### src/rtl/freq_divider_multi.sv
// freq_divider_multi
// ------------------
// Multi-channel clock divider. Each channel counts system-clock cycles and
// toggles its divided clock every div+1 enabled cycles, emitting a one-cycle
// tick on the same edge. Divisors are written into a per-channel shadow
// register and only become active when the channel wraps (count == 0 at the
// next edge), so a divisor change can never skip the terminal count or make
// the counter run past it. A sync strobe restarts every channel in phase and
// applies any waiting shadow divisor immediately.
//
// Ports:
//   clk        system clock, rising edge
//   reset      asynchronous active-low reset
//   en         per-channel count enable
//   sync       restart all channels in phase (one-cycle strobe)
//   load       divisor write strobe (one-cycle)
//   load_ch    channel index for load; indices >= N_CH are ignored
//   load_div   divisor value for load
//   clock_div  divided clocks (registered)
//   tick       one-cycle pulse per clock_div toggle (registered)
//   pending    a shadow divisor is waiting for the channel's next wrap
//
// Strobe semantics: sync and load are sampled on every rising edge and act
// exactly once per cycle they are high; there is no back-pressure.
module freq_divider_multi #(
  parameter int          N_CH        = 2,
  parameter int          CNT_W       = 32,
  parameter logic [31:0] DEFAULT_DIV = 32'd25000000
) (
  input  logic             clk,
  input  logic             reset,
  input  logic [N_CH-1:0]  en,
  input  logic             sync,
  input  logic             load,
  input  logic [2:0]       load_ch,
  input  logic [CNT_W-1:0] load_div,
  output logic [N_CH-1:0]  clock_div,
  output logic [N_CH-1:0]  tick,
  output logic [N_CH-1:0]  pending
);

  localparam logic [CNT_W-1:0] DEF_DIV = CNT_W'(DEFAULT_DIV);

  logic [CNT_W-1:0] count [N_CH];
  logic [CNT_W-1:0] div   [N_CH];
  logic [CNT_W-1:0] shd   [N_CH];
  logic [N_CH-1:0]  load_hit;

  // One-hot decode of the load target; out-of-range indices match nothing.
  always_comb begin
    load_hit = '0;
    for (int i = 0; i < N_CH; i++) begin
      load_hit[i] = load && (int'(load_ch) == i);
    end
  end

  always_ff @(posedge clk or negedge reset) begin
    if (!reset) begin
      for (int i = 0; i < N_CH; i++) begin
        count[i] <= '0;
        div[i]   <= DEF_DIV;
        shd[i]   <= DEF_DIV;
      end
      pending   <= '0;
      clock_div <= '0;
      tick      <= '0;
    end else begin
      for (int i = 0; i < N_CH; i++) begin
        if (sync) begin
          // Restart in phase. A load in the same cycle bypasses the shadow
          // and becomes the active divisor straight away.
          count[i]     <= '0;
          clock_div[i] <= 1'b0;
          tick[i]      <= 1'b0;
          pending[i]   <= 1'b0;
          if (load_hit[i]) begin
            div[i] <= load_div;
            shd[i] <= load_div;
          end else if (pending[i]) begin
            div[i] <= shd[i];
          end
        end else begin
          if (en[i]) begin
            if (count[i] == div[i]) begin
              count[i]     <= '0;
              clock_div[i] <= ~clock_div[i];
              tick[i]      <= 1'b1;
              // Shadow is applied only here, while count restarts at 0.
              if (pending[i]) begin
                div[i]     <= shd[i];
                pending[i] <= 1'b0;
              end
            end else begin
              count[i] <= count[i] + CNT_W'(1);
              tick[i]  <= 1'b0;
            end
          end else begin
            tick[i] <= 1'b0;
          end
          // A load on the wrap edge lands after the old shadow was consumed
          // above, so the new value waits for the following wrap.
          if (load_hit[i]) begin
            shd[i]     <= load_div;
            pending[i] <= 1'b1;
          end
        end
      end
    end
  end

endmodule

### config.mk
export PLATFORM = sky130hd
export DESIGN_NAME = freq_divider_multi
export DESIGN_NICKNAME = d
export VERILOG_FILES = /design/src/rtl/freq_divider_multi.sv
export SDC_FILE = /design/constraint.sdc
export NUM_CORES = 1
export LEC_CHECK = 0
export BUFFER_PORTS_ARGS = -buffer_cell sky130_fd_sc_hd__buf_2
export CORE_UTILIZATION = 57
export DETAILED_ROUTE_END_ITERATION = 10
export GPL_TIMING_DRIVEN = 0
export PLACE_DENSITY = 0.83
export SYNTH_ARGS = -nofsm -noshare
export SYNTH_HDL_FRONTEND = slang
export SYNTH_SLANG_ARGS = --single-unit
### constraint.sdc
create_clock -name clk -period 1.69 [get_ports clk]
set_input_delay 0.338 -clock clk [delete_from_list [all_inputs] [get_ports clk]]
set_output_delay 0.338 -clock clk [all_outputs]
set_load 0.02 [all_outputs]
==> metrics.md <==
| Metric | Value |
|---|---|
| Yosys warnings | 0 |
| Crit-path slowest cell | dfrtp_2 |
| Average detailed-routed wire length per instance | between 20 and 25 um |
| Via/cell ratio | ~6.6 |
| Number of cells produced by synthesis | 1167 |
| Initial antenna violation count | 0 |
| RSZ-0062 raised after global routing | yes |
| Fill count | between 1000 and 1500 |
| CP required | about 2.1 ns |
| Max Clock Skew | ~0.011 ns |
| Number of DRC violations after detailed routing | 0 |
| Startpoint type of the worst setup path | flip-flop |
| Avg Cell Area, Syn | between 9 and 10 sq um |
| Combined flip-flop and latch cell area | approximately 0.0050 sq mm |
| Largest fanout of any net on the critical path | 6 |
| Number of I/O pins | between 40 and 50 |
| Placed insts | 1479 |
| Leakage power | between 5 and 6 nW |
| Clock transition at the registers of the reported paths | roughly 0.07 ns |
| Power per standard cell area | 968 mW/mm^2 |
| Worst max-slew margin expressed relative to the limit | about a quarter |
| Overflow left after global routing | 0 |
| Most common cell type on the critical path | buf_12 |
| Post-layout worst setup margin | -0.476 ns |
| Area of all placed cells without fillers | roughly 0.014 sq mm |
| Detail Placement HPWL | around 22000 um |
| RD Place Congestion | a little under 0.9 |
| Count of H-tree levels built during CTS | 4 |
| Chip Width | between 100 and 150 um |
| Vertical die dimension | ~140 um |
| Count of distinct cell types in the synthesized netlist | around 50 |
| Number of antenna-violating nets in the routed design | 0 |
| Wire length of the first global-routing pass | 54300 um |
| Placement-stage cell area | roughly 0.012 sq mm |
| Sequential fraction of the synthesis area | 43.5% |
| Wirelength, routed | ~36000 um |
| Synthesized netlist net count | 1210 |
| Full die area | around 0.021 sq mm |
| Maximum clock rate | 462 MHz |
| Maximum ir drop on the vdd rail | 0.000686 V |
| Post-layout minimum cycle time | 2.17 ns |
| Worst endpoint data arrival time | 2.53 ns |
| Largest stage delay on the critical path | roughly 0.47 ns |
| Crit-path leading delay family | simple AND/OR/NAND/NOR gates |
| Num Clock Sinks | 198 |
| GRT Resource Usage Total | roughly a third |
| Fin. Hold Viols | 0 |
| Type of element capturing the critical path | flip-flop |
| Number of flops mapped to enable cells by yosys | 0 |
| First-pass iteration count of the detailed router | 5 |
| CP Buf/Inv Count | 3 |
| Number of standard cells in the final layout excluding fillers | between 1500 and 2000 |
| Maximum number of pins on one net before global-route repair | approximately 110 |
| Layout Area Growth over Synthesis | 24.4% |
| Cell at the root of the clock tree | clkbuf_16 |
| Outcome | finished, violations left |
| Violated checks | setup timing |
| Via count of the first global-routing pass | approximately 10000 |
| Post-synthesis instance area | ~0.012 sq mm |
| Clock tree buffer depth | 2 |
| Number of violations reported at the end of detailed-routing iteration 0 | 1106 |
| FP Rows | 51 |
| Synth async-reset ratio | 100% |
| Final slew viol count | 0 |
| Most used flip-flop cell after synthesis | dfrtp_1 |
| Count of vias placed by the detailed router | slightly above 10000 |
| # setup viols final | between 100 and 150 |
| Seq cells post-synth | 198 |
| Final layout net count | 1335 |
| Share of cells above drive strength 1 | between 20% and 30% |
| Clock buffer count from CTS | 17 |
| Buffers added on ports | 46 |
| Starting density of the core | between 50% and 60% |
| Later-pin clock latency in the skew report | roughly 0.45 ns |
| Multi-input gate area in the final layout | about 0.0068 sq mm |
| Final-layout worst hold slack | between 0.15 and 0.2 ns |
| Clock tree from TritonCTS | done |
| Core utilization of the finished layout | roughly 73% |
| Category of the critical setup timing path | flip-flop to flip-flop |
| Transition time at the pin with the least slew margin | about 1.1 ns |
| Fraction of the cycle the final worst path needs | 128% |
| Chain of cells forming the critical path | xor2_1 -> nor4_2 -> nand4_1 -> nor3_2 -> buf_6 -> buf_12 -> buf_12 -> mux2i_1 |
| Class of the worst hold path | input port to flip-flop |
| Max Cap Violations | 0 |
| Core box area | slightly below 0.02 sq mm |
layout by cell type (no fill, tap or decap), drive strengths merged, types with 21 or more instances in the layout:
cell,count
dfrtp,150
buf,145
mux2i,129
nand2,121
xor2,90
nor2,79
clkbuf,72
nor3,71
a21oi,69
dfstp,48
mux2,34
o22ai,33
o2bb2ai,32
a22o,32
a22oi,32
xnor2,32
nor4,31
nand4,21
kinds of logic after synthesis:
| group | after synthesis | share of synthesized area (%) |
|---|---|---|
| and+or+nand+nor | 367 | 15.4 |
| AOI/OAI and AO/OA | 215 | 12.9 |
| DFF | 198 | 43.5 |
| muxes | 163 | 14.5 |
| xor gates and xnor gates | 122 | 9.26 |
| buffers and inverters | 100 | 4.23 |
| adders and majority gates | 2 | 0.217 |
cell type report:
type / instances / area share [%]
antenna: 1 / 0.0174
buffer: 86 / 3.67
clock buffer: 22 / 3.30
clock inverter: 10 / 0.846
inverter: 10 / 0.262
multi-input combinational: 869 / 47.2
sequential: 198 / 35.1
tap: 265 / 2.31
timing repair buffer: 110 / 7.32
path summary, 6_finish.rpt:
| kind | slack [ns] | endpoint | from | depth (start not counted) |
|---|---|---|---|---|
| hold reg to reg | 0.47 | shd[46] | shd[46] | 2 |
| max in group asynchronous | 0.33 | count[56] | reset | 3 |
| hold / removal | 0.15 | shd[56] | load_div[24] | 3 |
| min in group asynchronous | 0.42 | shd[2] | reset | 2 |
| setup / recovery | -0.48 | div[55] | count[51] | 8 |
| setup reg to reg | -0.48 | div[55] | count[51] | 8 |
metrics by stage:
stage	setup TNS [ns]	total power, W	setup WS [ns]
6_report	-51.01	0.0139	-0.476
5_1_grt	-61.60	0.0144	-0.578
4_1_cts	-40.05	0.0135	-0.379
3_5_place_dp	-123.65	0.00919	-1.05
3_3_place_gp	-655.94	0.00900	-2.98
2_1_floorplan	-13.55	0.00822	-0.156
report_power, final:
| part | leakage, nW | total (W) | switching (W) | internal (W) |
|---|---|---|---|---|
| combinational | 3.04 | 0.00307 | 0.00172 | 0.00136 |
| clock | 0.279 | 0.00421 | 0.00190 | 0.00231 |
| sequential | 2.42 | 0.00660 | 0.000879 | 0.00572 |
| total | 5.74 | 0.0139 | 0.00450 | 0.00939 |
per-layer routing:
metal  track usage, %  wire [um]  share of wire [%]
met1             46.4      14100                 39
met2             55.0      17100                 48
met3             5.10       3040                8.5
met4             16.3       1550                4.3
met5                0          0                  0
sequential cells by signal (all words and copies together), names as in the netlist:
name / count
count: 64
div: 64
shd: 64
clock_div: 2
pending: 2
tick: 2
worst min-delay path: cells and delay by family:
| family | cells | cell delay [ns] |
|---|---|---|
| AND/OR/NAND/NOR | 2 | 0.10 |
| buffers and inverters | 1 | 0.15 |
what timing repair did:
action	CTS	global route
resized for setup	107	101
hold buffers	1	0
hold endpoints to repair	68	0
setup buffers	46	19
gates cloned	9	2
pin swaps	30	37
endpoints found under the setup margin	135	134
synthesized netlist by cell type (2+ instances only):
library cell	count	area (sq um)
a21oi_1	69	345
nor3_1	66	330
nand2b_1	3	18.8
a22o_1	32	280
o22ai_1	33	206
nand2_1	120	450
dfstp_2	48	1260
buf_2	24	120
buf_6	4	45.0
mux2i_1	129	1290
nand3_1	18	90.1
nor2_1	79	297
buf_1	6	22.5
xor2_1	90	788
o2bb2ai_1	32	280
and3_1	5	31.3
nor3_2	4	40.0
clkbuf_1	48	180
dfrtp_1	150	3750
mux2_2	34	383
a22oi_1	32	240
inv_1	10	37.5
and4_1	6	52.6
xnor2_1	32	280
nor2b_1	3	18.8
and2_1	3	18.8
ha_1	2	25.0
buf_8	3	45.0
nand4_1	20	125
nor4_1	29	181
buf_4	5	37.5
o211ai_1	3	22.5
o21ai_0	8	40.0
nor4_2	2	25.0
Power figures use the tool's default switching activity.
